$ cat src/rtl/scmi_mbox_pkg.sv
// Shared definitions for the SCMI mailbox initiator: shared-memory layout,
// FSM state encoding, error codes and the default register-bus types.
package scmi_mbox_pkg;

    localparam logic [31:0] OFF_CHAN_STATUS = 32'h0000_0004;
    localparam logic [31:0] OFF_FLAGS       = 32'h0000_0010;
    localparam logic [31:0] OFF_LENGTH      = 32'h0000_0014;
    localparam logic [31:0] OFF_HEADER      = 32'h0000_0018;
    localparam logic [31:0] OFF_PAYLOAD     = 32'h0000_001C;

    localparam int unsigned STATUS_FREE_BIT  = 0;
    localparam int unsigned STATUS_ERROR_BIT = 1;

    typedef enum logic [3:0] {
        IDLE, POLL_FREE, WR_FLAGS, WR_LEN, WR_HDR, WR_PLD, SET_BUSY,
        RING, WAIT_IRQ, ACK_IRQ, RD_LEN, RD_HDR, RD_PLD, RESP
    } state_e;

    typedef enum logic [1:0] {
        ERR_OK      = 2'd0,
        ERR_BUS     = 2'd1,
        ERR_TIMEOUT = 2'd2,
        ERR_TRUNC   = 2'd3
    } err_e;

    typedef struct packed {
        logic [63:0] addr;
        logic        write;
        logic [31:0] wdata;
        logic [3:0]  wstrb;
        logic        valid;
    } mbox_reg_req_t;

    typedef struct packed {
        logic [31:0] rdata;
        logic        error;
        logic        ready;
    } mbox_reg_rsp_t;

    function automatic logic [31:0] payload_off(input logic [31:0] idx);
        return OFF_PAYLOAD + (idx << 2);
    endfunction

endpackage

$ cat src/rtl/scmi_mbox_initiator.sv
// SCMI shared-memory mailbox initiator: posts a command into the channel,
// rings the doorbell, waits for completion and reads back the response.
module scmi_mbox_initiator
    import scmi_mbox_pkg::*;
#(
    parameter int unsigned           AddrWidth        = 64,
    parameter logic [AddrWidth-1:0]  BaseAddr         = {AddrWidth{1'b0}},
    parameter logic [31:0]           DoorbellOffset   = 32'h0000_0020,
    parameter logic [31:0]           CompletionOffset = 32'h0000_0024,
    parameter int unsigned           MaxWords         = 8,
    parameter int unsigned           TimeoutCycles    = 65535,
    parameter type                   reg_req_t        = scmi_mbox_pkg::mbox_reg_req_t,
    parameter type                   reg_rsp_t        = scmi_mbox_pkg::mbox_reg_rsp_t,
    localparam int unsigned          LenW             = $clog2(MaxWords + 1)
) (
    input  logic                        clk_i,
    input  logic                        rst_ni,
    input  logic                        cmd_valid_i,
    output logic                        cmd_ready_o,
    input  logic [31:0]                 cmd_hdr_i,
    input  logic [LenW-1:0]             cmd_len_i,
    input  logic [MaxWords-1:0][31:0]   cmd_payload_i,
    output reg_req_t                    reg_req_o,
    input  reg_rsp_t                    reg_rsp_i,
    input  logic                        irq_completion_i,
    output logic                        rsp_valid_o,
    input  logic                        rsp_ready_i,
    output logic [31:0]                 rsp_hdr_o,
    output logic [LenW-1:0]             rsp_len_o,
    output logic [MaxWords-1:0][31:0]   rsp_payload_o,
    output logic [1:0]                  rsp_err_o
);

    state_e                     state_r, state_s;
    logic [31:0]                cmd_hdr_r;
    logic [LenW-1:0]            cmd_len_r;
    logic [MaxWords-1:0][31:0]  cmd_pld_r;
    logic                       cmd_take_s;
    logic [LenW-1:0]            idx_r, idx_s;
    logic [31:0]                wait_cnt_r, wait_cnt_s;
    logic [LenW-1:0]            rd_words_r, rd_words_s;
    logic                       trunc_r, trunc_s;
    logic [31:0]                words_raw_s;

    logic                       req_valid_r, req_valid_s;
    logic                       req_write_r, req_write_s;
    logic [AddrWidth-1:0]       req_addr_r, req_addr_s;
    logic [31:0]                req_off_s;
    logic [31:0]                req_wdata_r, req_wdata_s;
    logic [31:0]                pld_word_s;

    logic                       rsp_valid_r;
    logic [31:0]                rsp_hdr_r, rsp_hdr_s;
    logic [LenW-1:0]            rsp_len_r, rsp_len_s;
    logic [MaxWords-1:0][31:0]  rsp_pld_r, rsp_pld_s;
    err_e                       rsp_err_r, rsp_err_s;

    logic                       xfer_s;

    assign xfer_s      = req_valid_r & reg_rsp_i.ready;
    assign words_raw_s = (reg_rsp_i.rdata < 32'd4) ? 32'd0 : ((reg_rsp_i.rdata - 32'd4) >> 2);

    // Next-state, sequencing counters and response datapath.
    always_comb begin
        state_s    = state_r;
        cmd_take_s = 1'b0;
        idx_s      = idx_r;
        wait_cnt_s = wait_cnt_r;
        rd_words_s = rd_words_r;
        trunc_s    = trunc_r;
        rsp_hdr_s  = rsp_hdr_r;
        rsp_len_s  = rsp_len_r;
        rsp_pld_s  = rsp_pld_r;
        rsp_err_s  = rsp_err_r;

        case (state_r)
            IDLE: begin
                if (cmd_valid_i) begin
                    cmd_take_s = 1'b1;
                    state_s    = POLL_FREE;
                    idx_s      = {LenW{1'b0}};
                    wait_cnt_s = 32'd0;
                    rd_words_s = {LenW{1'b0}};
                    trunc_s    = 1'b0;
                    rsp_hdr_s  = 32'd0;
                    rsp_len_s  = {LenW{1'b0}};
                    rsp_pld_s  = {(MaxWords*32){1'b0}};
                    rsp_err_s  = ERR_OK;
                end else begin
                    state_s = IDLE;
                end
            end
            POLL_FREE: state_s = (xfer_s && reg_rsp_i.rdata[STATUS_FREE_BIT]) ? WR_FLAGS : POLL_FREE;
            WR_FLAGS:  state_s = xfer_s ? WR_LEN : WR_FLAGS;
            WR_LEN:    state_s = xfer_s ? WR_HDR : WR_LEN;
            WR_HDR: begin
                if (xfer_s) begin
                    state_s = (cmd_len_r == {LenW{1'b0}}) ? SET_BUSY : WR_PLD;
                    idx_s   = {LenW{1'b0}};
                end else begin
                    state_s = WR_HDR;
                end
            end
            WR_PLD: begin
                if (xfer_s && (idx_r == cmd_len_r - LenW'(1))) begin
                    state_s = SET_BUSY;
                end else if (xfer_s) begin
                    idx_s = idx_r + LenW'(1);
                end else begin
                    state_s = WR_PLD;
                end
            end
            SET_BUSY: state_s = xfer_s ? RING : SET_BUSY;
            RING: begin
                if (xfer_s) begin
                    state_s    = WAIT_IRQ;
                    wait_cnt_s = 32'd0;
                end else begin
                    state_s = RING;
                end
            end
            WAIT_IRQ: begin
                if (irq_completion_i) begin
                    state_s = ACK_IRQ;
                end else if (wait_cnt_r >= 32'(TimeoutCycles) - 32'd1) begin
                    state_s   = RESP;
                    rsp_err_s = ERR_TIMEOUT;
                end else begin
                    wait_cnt_s = wait_cnt_r + 32'd1;
                end
            end
            ACK_IRQ: state_s = xfer_s ? RD_LEN : ACK_IRQ;
            RD_LEN: begin
                if (xfer_s) begin
                    state_s    = RD_HDR;
                    trunc_s    = (words_raw_s > 32'(MaxWords));
                    rd_words_s = trunc_s ? LenW'(MaxWords) : LenW'(words_raw_s);
                end else begin
                    state_s = RD_LEN;
                end
            end
            RD_HDR: begin
                if (xfer_s) begin
                    rsp_hdr_s = reg_rsp_i.rdata;
                    idx_s     = {LenW{1'b0}};
                    state_s   = (rd_words_r == {LenW{1'b0}}) ? RESP : RD_PLD;
                    rsp_err_s = trunc_r ? ERR_TRUNC : ERR_OK;
                end else begin
                    state_s = RD_HDR;
                end
            end
            RD_PLD: begin
                if (xfer_s) begin
                    for (int i = 0; i < int'(MaxWords); i++) begin
                        rsp_pld_s[i] = (idx_r == LenW'(i)) ? reg_rsp_i.rdata : rsp_pld_r[i];
                    end
                    rsp_len_s = rsp_len_r + LenW'(1);
                    idx_s     = idx_r + LenW'(1);
                    state_s   = (idx_r == rd_words_r - LenW'(1)) ? RESP : RD_PLD;
                    rsp_err_s = trunc_r ? ERR_TRUNC : ERR_OK;
                end else begin
                    state_s = RD_PLD;
                end
            end
            RESP:    state_s = rsp_ready_i ? IDLE : RESP;
            default: state_s = IDLE;
        endcase

        // A bus error aborts whatever transaction was in flight and discards its data.
        if (xfer_s && reg_rsp_i.error) begin
            state_s   = RESP;
            rsp_err_s = ERR_BUS;
            rsp_hdr_s = rsp_hdr_r;
            rsp_len_s = rsp_len_r;
            rsp_pld_s = rsp_pld_r;
        end else begin
            rsp_err_s = rsp_err_s;
        end
    end

    // Register-bus request for the state being entered, so outputs come straight from flops.
    always_comb begin
        req_valid_s = 1'b1;
        req_write_s = 1'b0;
        req_off_s   = 32'd0;
        req_wdata_s = 32'd0;
        pld_word_s  = 32'd0;
        for (int i = 0; i < int'(MaxWords); i++) begin
            pld_word_s = (idx_s == LenW'(i)) ? cmd_pld_r[i] : pld_word_s;
        end
        case (state_s)
            POLL_FREE: req_off_s = OFF_CHAN_STATUS;
            WR_FLAGS:  begin req_write_s = 1'b1; req_off_s = OFF_FLAGS;        req_wdata_s = 32'd1; end
            WR_LEN:    begin req_write_s = 1'b1; req_off_s = OFF_LENGTH;       req_wdata_s = (32'(cmd_len_r) + 32'd1) << 2; end
            WR_HDR:    begin req_write_s = 1'b1; req_off_s = OFF_HEADER;       req_wdata_s = cmd_hdr_r; end
            WR_PLD:    begin req_write_s = 1'b1; req_off_s = payload_off(32'(idx_s)); req_wdata_s = pld_word_s; end
            SET_BUSY:  begin req_write_s = 1'b1; req_off_s = OFF_CHAN_STATUS;  req_wdata_s = 32'd0; end
            RING:      begin req_write_s = 1'b1; req_off_s = DoorbellOffset;   req_wdata_s = 32'd1; end
            ACK_IRQ:   begin req_write_s = 1'b1; req_off_s = CompletionOffset; req_wdata_s = 32'd0; end
            RD_LEN:    req_off_s = OFF_LENGTH;
            RD_HDR:    req_off_s = OFF_HEADER;
            RD_PLD:    req_off_s = payload_off(32'(idx_s));
            default:   req_valid_s = 1'b0;
        endcase
        req_addr_s = BaseAddr + AddrWidth'(req_off_s);
    end

    // State, command latch, counters and registered outputs.
    always_ff @(posedge clk_i or negedge rst_ni) begin
        if (!rst_ni) begin
            state_r     <= IDLE;
            cmd_hdr_r   <= 32'd0;
            cmd_len_r   <= {LenW{1'b0}};
            cmd_pld_r   <= {(MaxWords*32){1'b0}};
            idx_r       <= {LenW{1'b0}};
            wait_cnt_r  <= 32'd0;
            rd_words_r  <= {LenW{1'b0}};
            trunc_r     <= 1'b0;
            req_valid_r <= 1'b0;
            req_write_r <= 1'b0;
            req_addr_r  <= {AddrWidth{1'b0}};
            req_wdata_r <= 32'd0;
            rsp_valid_r <= 1'b0;
            rsp_hdr_r   <= 32'd0;
            rsp_len_r   <= {LenW{1'b0}};
            rsp_pld_r   <= {(MaxWords*32){1'b0}};
            rsp_err_r   <= ERR_OK;
        end else begin
            state_r     <= state_s;
            if (cmd_take_s) begin
                cmd_hdr_r <= cmd_hdr_i;
                cmd_len_r <= (cmd_len_i > LenW'(MaxWords)) ? LenW'(MaxWords) : cmd_len_i;
                cmd_pld_r <= cmd_payload_i;
            end else begin
                cmd_hdr_r <= cmd_hdr_r;
                cmd_len_r <= cmd_len_r;
                cmd_pld_r <= cmd_pld_r;
            end
            idx_r       <= idx_s;
            wait_cnt_r  <= wait_cnt_s;
            rd_words_r  <= rd_words_s;
            trunc_r     <= trunc_s;
            req_valid_r <= req_valid_s;
            req_write_r <= req_write_s;
            req_addr_r  <= req_addr_s;
            req_wdata_r <= req_wdata_s;
            rsp_valid_r <= (state_s == RESP);
            rsp_hdr_r   <= rsp_hdr_s;
            rsp_len_r   <= rsp_len_s;
            rsp_pld_r   <= rsp_pld_s;
            rsp_err_r   <= rsp_err_s;
        end
    end

    // Drive the register-bus request struct from its flops.
    always_comb begin
        reg_req_o       = '0;
        reg_req_o.valid = req_valid_r;
        reg_req_o.write = req_write_r;
        reg_req_o.addr  = req_addr_r;
        reg_req_o.wdata = req_wdata_r;
        reg_req_o.wstrb = 4'hF;
    end

    assign cmd_ready_o   = (state_r == IDLE);
    assign rsp_valid_o   = rsp_valid_r;
    assign rsp_hdr_o     = rsp_hdr_r;
    assign rsp_len_o     = rsp_len_r;
    assign rsp_payload_o = rsp_pld_r;
    assign rsp_err_o     = rsp_err_r;

endmodule
$ cat config.mk
export PLATFORM = sky130hd
export DESIGN_NAME = scmi_mbox_initiator
export DESIGN_NICKNAME = d
export VERILOG_FILES = /design/src/rtl/scmi_mbox_pkg.sv /design/src/rtl/scmi_mbox_initiator.sv
export SDC_FILE = /design/constraint.sdc
export NUM_CORES = 1
export LEC_CHECK = 0
export CAP_MARGIN = 20
export CORE_ASPECT_RATIO = 1.25
export CORE_MARGIN = 2
export CORE_UTILIZATION = 34
export CTS_BUF_LIST = sky130_fd_sc_hd__clkbuf_4
export DETAILED_ROUTE_END_ITERATION = 10
export HOLD_SLACK_MARGIN = 0.03
export PLACE_DENSITY = 0.65
export SLEW_MARGIN = 15
export SYNTH_ARGS = -nofsm -noshare
export SYNTH_HDL_FRONTEND = slang
export SYNTH_SLANG_ARGS = --single-unit
$ cat constraint.sdc
create_clock -name clk_i -period 3.5 [get_ports clk_i]
set_input_delay 0.7 -clock clk_i [delete_from_list [all_inputs] [get_ports clk_i]]
set_output_delay 0.7 -clock clk_i [all_outputs]
set_load 0.02 [all_outputs]
Yosys cells after proc, flatten, opt, wreduce, memory -nomap -nowiden
Index checks and enable logic that the tools add are counted.
{"block": "classes", "n_addsub": 8, "mul": 0, "n_div": 0, "n_lt_le_gt_ge": 4, "eq_ne": 60, "shift": 0, "n_mux": 76, "bitwise_logic": 2, "n_reduce_logical": 35}
{"op": "32-bit two-way mux", "count": 21}
{"op": "256-bit two-way mux", "count": 2}
{"op": "256-bit one-hot mux with 2 select lines", "count": 1}
{"op": "32-bit one-hot mux with 4 select lines", "count": 1}
{"op": "32-bit one-hot mux with 3 select lines", "count": 1}
{"op": "4-bit by 3-bit equality test with 1-bit output, second input constant", "count": 16}
{"op": "4-bit two-way mux", "count": 16}
{"op": "32-bit one-hot mux with 2 select lines", "count": 1}
{"op": "4-bit one-hot mux with 14 select lines", "count": 1}
{"op": "5-bit AND reduction", "count": 10}
{"op": "7-bit one-hot mux with 7 select lines", "count": 1}
{"op": "4-bit equality test, second input constant", "count": 11}
{"op": "32-bit by 1-bit adder with 32-bit output, second input constant", "count": 1}
{"op": "4-bit by 2-bit equality test with 1-bit output, second input constant", "count": 8}
{"op": "32-bit by 16-bit >= comparator with 1-bit output, second input constant", "count": 1}
{"op": "32-bit by 3-bit less-than comparator with 1-bit output, second input constant", "count": 1}
{"op": "32-bit by 3-bit subtractor with 32-bit output, second input constant", "count": 1}
{"op": "30-bit by 4-bit > comparator with 1-bit output, second input constant", "count": 1}
{"op": "30-bit two-way mux", "count": 1}
{"op": "2-bit inequality test, second input constant", "count": 15}
{"op": "4-bit logical NOT", "count": 5}
{"op": "2-bit two-way mux", "count": 10}
{"op": "4-bit by 1-bit equality test with 1-bit output, second input constant", "count": 4}
{"op": "4-bit one-hot mux with 2 select lines", "count": 2}
{"op": "25 further kinds", "count": 53}
{"block": "word_totals", "reg_bits": 698, "latchBits": 0, "ramBits": 0, "mem_bits_ro": 0, "inputBits": 331, "out_inout_bits": 398, "wordCells": 216, "memories": 0}

Depth between registers and ports, before layout
Gate-level depths: netlist (run 1).
{"block": "logic_depth", "ltp_word": 15, "mapped_depth": 19, "mapped_depth_nobuf": 17}

Worst setup path before layout (run 1)
Ideal clock, no wire load.
{"block": "synth_path", "kind": "input-to-reg", "startpoint": "in cmd_valid_i", "endpoint": "reg req_wdata_r[10]", "setup_time_ps": 132, "arrival_ps": 3527, "required_ps": 3368, "setup_slack_ps": -160, "path_stages": 17, "n_path_buf": 3, "cell_sequence": "nand2b_1 > a221oi_1 > a2bb2o_2 > or3_1 > a32o_1 > inv_1 > ha_1 > clkbuf_1 > inv_1 > clkbuf_1 > clkbuf_1 > nand3_1 > a21oi_1 > a21oi_1 > o21ai_0 > a221oi_1 > o21ai_1"}
{"block": "synth_between", "elab_chain_cells": 12, "elab_cells_between_ends": 28, "classes_between": "12 x eq/ne; 14 x mux; 2 x reduce/logical"}
{"element": "from (decl)", "line": "scmi_mbox_initiator.sv:18", "text": "input logic cmd_valid_i,"}
{"element": "4-bit two-way mux *", "line": "scmi_mbox_initiator.sv:78", "text": "if (cmd_valid_i) begin"}
{"element": "4-bit one-hot mux with 4 select lines *", "line": "scmi_mbox_initiator.sv:76", "text": "case (state_r)"}
{"element": "net idx_s[1]", "line": "scmi_mbox_initiator.sv:39", "text": "logic [LenW-1:0] idx_r, idx_s;"}
{"element": "4-bit logical NOT", "line": "scmi_mbox_initiator.sv:189", "text": "pld_word_s = (idx_s == LenW'(i)) ? cmd_pld_r[i] : pld_word_s;"}
{"element": "32-bit two-way mux (7 in a row)", "line": "scmi_mbox_initiator.sv:189"}
{"element": "32-bit two-way mux *", "line": "scmi_mbox_initiator.sv:189"}
{"element": "32-bit one-hot mux with 4 select lines *", "line": "scmi_mbox_initiator.sv:191", "text": "case (state_s)"}
{"element": "net req_wdata_s[10]", "line": "scmi_mbox_initiator.sv:49", "text": "logic [31:0] req_wdata_r, req_wdata_s;"}
{"element": "to (signal assigned)", "line": "scmi_mbox_initiator.sv:246", "text": "req_wdata_r <= req_wdata_s;"}
{"element": "to (decl)", "line": "scmi_mbox_initiator.sv:49"}
The timed path passes the listed nets; every way through them passes the cells marked *.
A chain may end at the register's enable or synchronous reset.

Final worst setup path (run 1)
{"block": "layout_path", "startpoint": "reg state_r[3]", "endpoint": "reg req_wdata_r[10]"}
{"block": "layout_between", "elab_chain_cells": 13, "elab_cells_between_ends": 45, "classes_between": "25 x eq/ne; 16 x mux; 4 x reduce/logical"}
{"element": "from (decl)", "line": "scmi_mbox_initiator.sv:34", "text": "state_e state_r, state_s;"}
{"element": "from (signal assigned)", "line": "scmi_mbox_initiator.sv:229", "text": "state_r <= state_s;"}
{"element": "4-bit equality test / 4-bit by 3-bit equality test with 1-bit output (equally long branches)", "line": "scmi_mbox_initiator.sv:76"}
{"element": "2-bit OR reduction (no line)"}
{"element": "4-bit one-hot mux with 4 select lines *", "line": "scmi_mbox_initiator.sv:76"}
{"element": "net idx_s[1]", "line": "scmi_mbox_initiator.sv:39"}
{"element": "4-bit logical NOT", "line": "scmi_mbox_initiator.sv:189"}
{"element": "32-bit two-way mux (7 in a row)", "line": "scmi_mbox_initiator.sv:189"}
{"element": "32-bit two-way mux *", "line": "scmi_mbox_initiator.sv:189"}
{"element": "32-bit one-hot mux with 4 select lines *", "line": "scmi_mbox_initiator.sv:191"}
{"element": "net req_wdata_s[10]", "line": "scmi_mbox_initiator.sv:49"}
Marks and branches as above.

==> results of run 1 <==
[layout by cell type, fill, tap and decap left out, drive strengths merged, types with 5 or more instances in the layout]
| cell | count |
|---|---|
| nand2 | 1367 |
| and3 | 21 |
| clkbuf | 232 |
| or3 | 8 |
| clkdlybuf4s50 | 663 |
| nor3b | 5 |
| nor3 | 23 |
| nand3 | 63 |
| a31oi | 9 |
| xnor2 | 13 |
| o22ai | 34 |
| buf | 216 |
| o22a | 8 |
| nor4 | 11 |
| o21ai | 374 |
| a22oi | 37 |
| o311ai | 5 |
| o21a | 6 |
| nand4 | 12 |
| nand2b | 7 |
| xor2 | 16 |
| conb | 63 |
| o31ai | 7 |
| clkinv | 41 |
| ha | 18 |
| dfrtp | 671 |
| and2 | 5 |
| a221oi | 28 |
| nor2b | 6 |
| o32ai | 5 |
| nor2 | 118 |
| or2 | 5 |
| a21oi | 119 |
| a211oi | 5 |
| inv | 30 |
[logic make-up after synthesis]
kind of cell    Yosys count  share of synthesized area, %
simple gates           1667                          22.9
flops                   671                          57.5
compound gates          663                          13.0
buf+inv                 310                          4.89
xor+xnor                 29                         0.869
fa+ha+maj                18                         0.771
mux                       3                         0.107
other cells               2                        0.0257
[worst max-delay path: cells and delay by family, from the launching register on]
family | cells | cell delay, ns
compound gates | 7 | 1.62
fa+ha+maj | 1 | 0.22
buf+inv | 4 | 0.52
flops | 1 | 0.44
simple gates | 2 | 0.48
[state kept, by name (all words and copies together) (netlist names), 2 cells and up]
signal         flops
rsp_len_o          4
wait_cnt_r        32
req_addr_r         5
rsp_err_o          2
cmd_len_r          4
state_r            4
idx_r              4
req_wdata_r       32
cmd_hdr_r         32
rsp_hdr_o         32
rsp_payload_o    256
rd_words_r         4
cmd_pld_r        256
[where the power goes]
part | internal, µW | switching, µW
Clock | 3240 | 3260
Combinational | 6170 | 8440
Sequential | 10200 | 1810
Total | 19600 | 13500
[worst paths after layout]
path	from	to	depth (start not counted)
max reg2reg	state_r[3]$_DFF_PN0_	req_wdata_r[10]$_DFF_PN0_	14
max in group asynchronous	rst_ni	req_wdata_r[18]$_DFF_PN0_	3
min reg2reg	rsp_hdr_o[16]$_DFFE_PN0P_	rsp_hdr_o[16]$_DFFE_PN0P_	2
min	cmd_payload_i[168]	cmd_pld_r[168]$_DFFE_PN0P_	3
max	state_r[3]$_DFF_PN0_	req_wdata_r[10]$_DFF_PN0_	14
min in group asynchronous	rst_ni	cmd_pld_r[107]$_DFFE_PN0P_	2
[repair_timing]
action,4_1_cts,5_1_grt
gates cloned,0,5
setup buffers,6,11
setup endpoints to repair,33,32
resized for setup,44,116
hold buffers,4,0
pin swaps,8,38
hold endpoints to repair,233,0
[area by class of cell]
cell class | instances | area share [%]
antenna | 4 | 0.0244
clock inverter | 51 | 0.767
clock buffer | 228 | 4.18
timing repair buffer | 887 | 21.7
inverter | 26 | 0.266
tap | 1098 | 3.35
multi-input combinational | 2444 | 28.7
sequential | 671 | 41.0
[routing by layer]
metal / share of wire [%] / routed length, µm / vias up
li1: - / - / 12700
met1: 39 / 43500 / 13100
met2: 48 / 53700 / 1326
met3: 8.0 / 8870 / 263
met4: 4.8 / 5320 / 8
met5: 0.040 / 44 / -
[through the flow]
step	std cells	hold slack (ns)	utilization [%]
3_3_place_gp	5103	0.448	44.6
2_1_floorplan	3424	0.404	-
6_report	5409	0.194	47.9
4_1_cts	5392	0.0302	47.2
5_1_grt	5407	0.127	47.9
3_5_place_dp	5103	0.456	44.6
==> flow_metrics.tcl, run 1 <==
set metrics [dict create \
    outcome "finished clean" \
    setup_viol_count_final 0 \
    area.sequential_um2 16800 \
    max_slew_margin_pct 38.2 \
    yosysTopAreaCellShare_pct 57.5 \
    cts_root_buf "clkbuf_4" \
    grt_use_met1_pct 30.5 \
    cp_max_fo 14 \
    num_vias 27400 \
    fin_ws_ns 0.0378 \
    fin_tns_setup_ns 0 \
    cts_htree_levels 4 \
    path_clk_slew_ns 0.07 \
    vias_per_cell 5.07 \
    multi_input_area_um2 11800 \
    ff2ff_setup_slack_ns 0.04 \
    grt_max_degree 179 \
    grt.total_usage_pct 24.6 \
    io_pins 729 \
    cts_tree "built" \
    avgSynthCellArea_um2 8.69 \
    antenna_found_initial 11 \
    cpMostUsedCell "a221oi_4" \
    synth_ff_type "dfrtp_1" \
    dpl.hpwl_mm 81.8 \
    finalCritPeriodShare_pct 98.9 \
    finalHoldViolCount 0 \
    ys_top_cells_by_count "nand2_1, dfrtp_1, o21ai_0" \
    ys_seq_elements 671 \
    routabilityCongestion 0.921 \
    drtIter0Drc 2068 \
    max_freq_ghz 0.289 \
    worstPathRequired_ns 4.35 \
    antenna_left 0 \
    critical_path.max_stage_delay_ns 0.44 \
    grt_pass1_vias 26200 \
    yosys-top-cells-area "dfrtp_1, nand2_1, o21ai_0" \
    clk_path_buf_depth 3 \
    pre_cts_ws_ns -1.12 \
    fillers 8190 \
    cp-start-kind "flip-flop" \
    design_area_um2 41000 \
    power.leakage_uw 0.0190 \
    worst_slew_pin_slew_ns 0.927 \
    cp_slowest_cell "dfrtp_2" \
    core-area_um2 85400 \
    ys_seq_area_share_pct 57.5 \
    die_y_um 332 \
    netlist_area_um2 29200 \
    synth_async_sr_flop_share_pct 100 \
    skew_ns 0.0765 \
    path_class "flip-flop to flip-flop" \
    grt.overflow.total 0 \
    initial_core_util_pct 34.2 \
    synth_most_common_cell "nand2_1" \
    slew_violations 0 \
    maxCapViolCount 0 \
    grt_util_met3_pct 5.27 \
    synth_edf_count 0 \
    netlist_instances 3363 \
    worst_skew_pair.late_latency_ns 1.03 \
    grt_util_met2_pct 40.7 \
    syn_to_final_growth_pct 40.2 \
    ys_warn_count 0 \
    hp-class "input port to flip-flop" \
    wl_per_cell_um 20.6 \
    rsz0062_at_grt "true" \
    cp-end-kind "flip-flop" \
    grt_pass1_wl_mm 165 \
    final_nets 4548 \
    grt_busiest_layer "met2" \
    die-area_um2 88300 \
    worstPathArrival_ns 4.32 \
    ys_types 73 \
    drive_above_1_share_pct 13.3 \
    finalWirelength_mm 111 \
    drc 0 \
    dpl_cell_area_um2 38100 \
    fin_total_pwr_uw 33100 \
    crit_chain "nand2b_4, a221oi_4, a2bb2o_4, or3_1, a32o_2, inv_4, ha_4, inv_6, buf_4, buf_8, o22ai_1, o21ai_2, a221oi_4, o21ai_1" \
    period_needed_ns 3.46 \
    num_rows 120 \
    yosys.area.top_type "dfrtp_1" \
    cts_buffers 169 \
    powerDensity_nw_per_um2 809 \
    cts.sinks 671 \
    port_buffers 665 \
    irDropWorstVdd_uv 359 \
    drt-pass1-iter-count 6 \
    die_w_um 266 \
]
Power figures use the tool's default switching activity.
==> run 2, diff against run 1 <==
--- a/config.mk
+++ b/config.mk
@@ -12,7 +12,7 @@
 export CTS_BUF_LIST = sky130_fd_sc_hd__clkbuf_4
 export DETAILED_ROUTE_END_ITERATION = 10
 export HOLD_SLACK_MARGIN = 0.03
-export PLACE_DENSITY = 0.65
+export PLACE_DENSITY = 0.63
 export SLEW_MARGIN = 15
 export SYNTH_ARGS = -nofsm -noshare
 export SYNTH_HDL_FRONTEND = slang
==> constraint.sdc (replaced) <==
create_clock -name clk_i -period 3.6 [get_ports clk_i]
set_input_delay 0.72 -clock clk_i [delete_from_list [all_inputs] [get_ports clk_i]]
set_output_delay 0.72 -clock clk_i [all_outputs]
set_load 0.02 [all_outputs]
==> run 2 against run 1 <==
Effect of this change: hold slack gained 0.013 ns; non-clock buffer count shrank 18; sequential share of layout area grew 0.42 points; largest cell class unchanged.
==> flow_metrics.tcl, run 2 (synthesized netlist as in run 1, its figures left out) <==
set metrics [dict create \
    outcome "finished clean" \
    drc 0 \
    power.leakage_uw 0.0189 \
    max_freq_ghz 0.286 \
    critical_path.max_stage_delay_ns 0.47 \
    core-area_um2 85400 \
    stdcell_count 5399 \
    finalCritPeriodShare_pct 97.2 \
    setup_viol_count_final 0 \
    cp_max_fo 7 \
    io_pins 729 \
    antenna_found_initial 7 \
    cp-endpoint "req_wdata_r[24]$_DFF_PN0_" \
    irDropWorstVdd_uv 378 \
    fillers 8341 \
    antenna_left 0 \
    ff2ff_setup_slack_ns 0.1 \
    grt.total_usage_pct 24.5 \
    grt.overflow.total 0 \
    max_slew_margin_pct 39.6 \
    finalHoldViolCount 0 \
    worstPathRequired_ns 4.44 \
    die_y_um 332 \
    design_area_um2 40600 \
    cts_buffers 169 \
    grt_pass1_vias 26500 \
    initial_core_util_pct 34.2 \
    routabilityCongestion 0.929 \
    final_common_cell "nand2_1" \
    r2r_start "cmd_len_r[0]$_DFFE_PN0P_" \
    num_rows 120 \
    num_vias 26900 \
    path_class "flip-flop to flip-flop" \
    cp-end-kind "flip-flop" \
    area.sequential_um2 16800 \
    drtIter0Drc 2098 \
    reg2reg_depth 17 \
    grt_max_degree 189 \
    cts_htree_levels 4 \
    port_buffers 665 \
    worst_slew_pin_slew_ns 0.906 \
    maxCapViolCount 0 \
    dp_cells 5089 \
    wl_per_cell_um 20.2 \
    path_clk_slew_ns 0.07 \
    drive_above_1_share_pct 12.4 \
    crit_chain "inv_2, ha_4, xor2_2, nand3_1, nor3_2, a21oi_2, a221o_2, inv_2, buf_6, ha_4, buf_8, buf_4, a21oi_1, a21oi_2, o21ai_0, a221oi_1, o21ai_1" \
    vias_per_cell 4.98 \
    slew_violations 0 \
    worst_skew_pair.late_latency_ns 1.03 \
    die-area_um2 88300 \
    rsz0062_at_grt "true" \
    hp-class "input port to flip-flop" \
    die_w_um 266 \
    fin_total_pwr_uw 31700 \
    dpl_cell_area_um2 38000 \
    syn_to_final_growth_pct 38.8 \
    clk_path_buf_depth 3 \
    dpl.hpwl_mm 81.6 \
    rr_endpoint "req_wdata_r[24]$_DFF_PN0_" \
    cts_root_buf "clkbuf_4" \
    layout_common_cells "nand2_1, dfrtp_1, clkdlybuf4s50_1" \
    skew_ns 0.0718 \
    finalWirelength_mm 109 \
    cts.sinks 671 \
    worstPathArrival_ns 4.35 \
    multi_input_area_um2 11500 \
    period_needed_ns 3.50 \
    drt-pass1-iter-count 7 \
    final_nets 4529 \
    cp_slowest_cell "a221o_2" \
    cts_tree "built" \
    cp-start-kind "flip-flop" \
    grt_pass1_wl_mm 164 \
    powerDensity_nw_per_um2 781 \
    startpoint "cmd_len_r[0]$_DFFE_PN0P_" \
]
run 2: layer usage:
layer	track usage (%)	wire, µm	vias up
met1	29.6	43300	12700
met4	12.1	5070	10
met2	41.0	53000	1169
li1	-	-	12700
met3	5.54	7890	222
met5	0	56	-
run 2: worst min-delay path by stage:
| stage | cells after the start | startpoint | end |
|---|---|---|---|
| final | 3 | cmd_payload_i[70] | cmd_pld_r[70]$_DFFE_PN0P_ |
| after global routing | 3 | cmd_payload_i[152] | cmd_pld_r[152]$_DFFE_PN0P_ |
| after CTS | 3 | cmd_payload_i[70] | cmd_pld_r[70]$_DFFE_PN0P_ |
| after detailed placement | 2 | rsp_hdr_o[30]$_DFFE_PN0P_ | rsp_hdr_o[30]$_DFFE_PN0P_ |
| after global placement | 2 | rsp_hdr_o[21]$_DFFE_PN0P_ | rsp_hdr_o[21]$_DFFE_PN0P_ |
| after floorplan | 0 | rst_ni | cmd_hdr_r[0]$_DFFE_PN0P_ |
run 2: final cells by class:
cell class,instances,share of cell area [%]
clock buffer,237,4.39
inverter,26,0.259
tap,1098,3.39
antenna,2,0.0123
sequential,671,41.4
timing repair buffer,869,21.3
multi-input combinational,2443,28.4
clock inverter,53,0.799
run 2: worst max-delay path, delay by kind of cell, from the launching register on:
| family | cells | cell delay (ns) |
|---|---|---|
| fa+ha+maj | 2 | 0.45 |
| flops | 1 | 0.37 |
| buf+inv | 5 | 0.56 |
| compound gates | 7 | 1.44 |
| xor+xnor | 1 | 0.16 |
| simple gates | 2 | 0.37 |
run 2: metrics by stage:
stage	util (%)	worst slack [ns]	setup TNS [ns]	hold slack, ns
after CTS	47.1	0.00209	0	0.0630
after global routing	47.5	-0.0609	-0.367	0.137
after detailed placement	44.5	-0.949	-26.05	0.456
after floorplan	-	0.0318	0	0.424
final	47.5	0.0993	0	0.207
after global placement	44.5	-0.860	-23.10	0.449
run 2: power by group:
group,switching [µW],total (µW),internal (µW)
Combinational,7900,13600,5690
Clock,3130,6390,3260
Sequential,1770,11700,9930
run 2: what timing repair did:
action | CTS | global route
cloned | 0 | 1
endpoints found under the hold margin | 65 | 0
hold buffers | 1 | 0
pin swaps | 4 | 15
setup buffers | 2 | 14
resized for setup | 25 | 49
endpoints found under the setup margin | 33 | 32
==> run 3, diff against run 2 <==
--- a/config.mk
+++ b/config.mk
@@ -9,7 +9,7 @@
 export CORE_ASPECT_RATIO = 1.25
 export CORE_MARGIN = 2
 export CORE_UTILIZATION = 34
-export CTS_BUF_LIST = sky130_fd_sc_hd__clkbuf_4
+export CTS_BUF_LIST = sky130_fd_sc_hd__clkbuf_16
 export DETAILED_ROUTE_END_ITERATION = 10
 export HOLD_SLACK_MARGIN = 0.03
 export PLACE_DENSITY = 0.63
==> constraint.sdc (replaced) <==
create_clock -name clk_i -period 3.6 [get_ports clk_i]
set_input_delay 0.72 -clock clk_i [delete_from_list [all_inputs] [get_ports clk_i]]
set_output_delay 0.72 -clock clk_i [all_outputs]
set_load 0.05 [all_outputs]
==> run 3 against run 2 <==
Effect of this change: routed wire length down 0.73%; cell area rose by 0.25%; sequential cell count unchanged; cell count down 3.3%; combinational power up 17%; register-to-register slack is essentially flat; global-route usage down 0.29 points; clock-buffer cell count is 164 lower; critical endpoint is now req_wdata_r[11]$_DFF_PN0_; clock power up 13%; clock skew shrank 0.047 ns; sequential power barely moved.
==> flow_metrics.tcl, run 3 (synthesized netlist as in run 1, its figures left out) <==
set metrics [dict create \
    worstPathArrival_ns 4.01 \
    skew_ns 0.0250 \
    power.leakage_uw 0.0187 \
    syn_to_final_growth_pct 39.2 \
    cp-start-kind "flip-flop" \
    wl_per_cell_um 20.8 \
    rr_endpoint "req_wdata_r[11]$_DFF_PN0_" \
    fin_total_pwr_uw 34800 \
    drtIter0Drc 2237 \
    grt_max_degree 163 \
    antenna_left 0 \
    period_needed_ns 3.52 \
    p_sw_uw 15000 \
    startpoint "state_r[3]$_DFF_PN0_" \
    dpl_cell_area_um2 37900 \
    grt.total_usage_pct 24.2 \
    cts.sinks 671 \
    finalHoldViolCount 0 \
    pwr-share-seq_pct 33.6 \
    switching_share_pct 43.1 \
    p_comb_share_pct 45.6 \
    slew_violations 0 \
    worst_skew_pair.late_latency_ns 0.62 \
    powerDensity_nw_per_um2 855 \
    worstPathRequired_ns 4.09 \
    r2r_start "state_r[3]$_DFF_PN0_" \
    num_rows 120 \
    io_pins 729 \
    num_vias 26100 \
    cp_max_fo 12 \
    routabilityCongestion 0.913 \
    drt-pass1-iter-count 8 \
    irDropWorstVdd_uv 362 \
    dpl.hpwl_mm 81.3 \
    max_slew_margin_pct 41.3 \
    port_buffers 665 \
    fillers 8107 \
    clk_path_buf_depth 3 \
    finalCritPeriodShare_pct 97.7 \
    max_freq_ghz 0.284 \
    die_w_um 266 \
    layout_common_cells "nand2_1, dfrtp_1, clkdlybuf4s50_1" \
    setup_viol_count_final 0 \
    cts_hold_buffers 0 \
    antenna_found_initial 5 \
    grt_pass1_vias 25400 \
    finalWirelength_mm 109 \
    rsz0062_at_grt "true" \
    design_area_um2 40700 \
    grt_pass1_wl_mm 162 \
    path_clk_slew_ns 0.06 \
    clkPwrFrac_pct 20.7 \
    cts_buffers 70 \
    final_common_cell "nand2_1" \
    core-area_um2 85400 \
    drive_above_1_share_pct 9.27 \
    p_int_uw 19800 \
    vias_per_cell 4.99 \
    final_nets 4418 \
    worst_slew_pin_slew_ns 0.877 \
    die_y_um 332 \
    initial_core_util_pct 34.2 \
    grt.overflow.total 0 \
    ff2ff_setup_slack_ns 0.08 \
    area.sequential_um2 16800 \
    die-area_um2 88300 \
    drc 0 \
    cts_htree_levels 3 \
    cp-end-kind "flip-flop" \
    multi_input_area_um2 11600 \
    outcome "finished clean" \
    maxCapViolCount 0 \
    cts_root_buf "clkbuf_16" \
    cts_tree "built" \
    hp-class "input port to async pin" \
    path_class "flip-flop to flip-flop" \
    reg2reg_depth 16 \
]
-- run 3: worst max path at each step --
stage,end,slack (ns),cells past startpoint
2_1_floorplan,req_wdata_r[4]$_DFF_PN0_,0.03,15
3_3_place_gp,req_wdata_r[27]$_DFF_PN0_,-1.04,17
3_5_place_dp,req_wdata_r[27]$_DFF_PN0_,-1.11,17
4_1_cts,req_wdata_r[15]$_DFF_PN0_,0.006,20
5_1_grt,req_wdata_r[11]$_DFF_PN0_,-0.11,21
6_report,req_wdata_r[11]$_DFF_PN0_,0.08,16
-- run 3: critical path, stage by stage, from the launching register on --
cell,delay (ns)
dfrtp_2,0.45
nand2b_4,0.16
a221oi_2,0.33
a2bb2o_4,0.24
or3_1,0.36
a32o_2,0.29
buf_4,0.16
ha_4,0.19
buf_4,0.14
nor2b_4,0.12
buf_12,0.14
buf_4,0.15
buf_4,0.13
a22oi_2,0.13
nor2_1,0.07
a221oi_2,0.19
o21ai_1,0.11
-- run 3: area by class of cell --
type / count / area share [%]
clock buffer: 73 / 4.49
clock inverter: 49 / 0.994
antenna: 3 / 0.0185
sequential: 671 / 41.3
tap: 1098 / 3.38
timing repair buffer: 857 / 21.0
inverter: 26 / 0.252
multi-input combinational: 2443 / 28.5
-- run 3: repair_timing --
action,4_1_cts,5_1_grt
pin swaps,4,18
endpoints found under the setup margin,31,32
gates resized for setup,36,62
cloned,0,1
endpoints found under the hold margin,0,0
buffers inserted,2,11
-- run 3: power by group through the flow --
stage	Combinational, µW	Sequential (µW)	Clock [µW]
final	15900	11700	7210
after global routing	17000	11900	7650
after CTS	15500	11700	7350
after detailed placement	15200	11800	0
after global placement	15100	11800	0
after floorplan	5940	14300	0
-- run 3: through the flow --
step / setup TNS (ns) / setup slack, ns / utilization (%) / std cells / hold slack (ns)
finish: 0 / 0.0843 / 47.6 / 5220 / 0.119
global route: -1.01 / -0.111 / 47.6 / 5217 / 0.139
CTS: 0 / 0.00558 / 47.2 / 5206 / 0.123
detailed placement: -28.19 / -1.11 / 44.4 / 5082 / 0.454
global placement: -26.11 / -1.04 / 44.4 / 5082 / 0.448
floorplan: 0 / 0.0318 / - / 3424 / 0.424
-- run 3: layer usage --
layer | routed length (µm) | part of all wire [%] | up-vias | GRT usage (%)
met2 | 52500 | 48 | 1074 | 40.9
met5 | 23 | 0.021 | - | 0
li1 | - | - | 12400 | -
met4 | 5180 | 4.8 | 4 | 11.0
met1 | 43200 | 40 | 12400 | 30.0
met3 | 7580 | 7.0 | 217 | 4.42
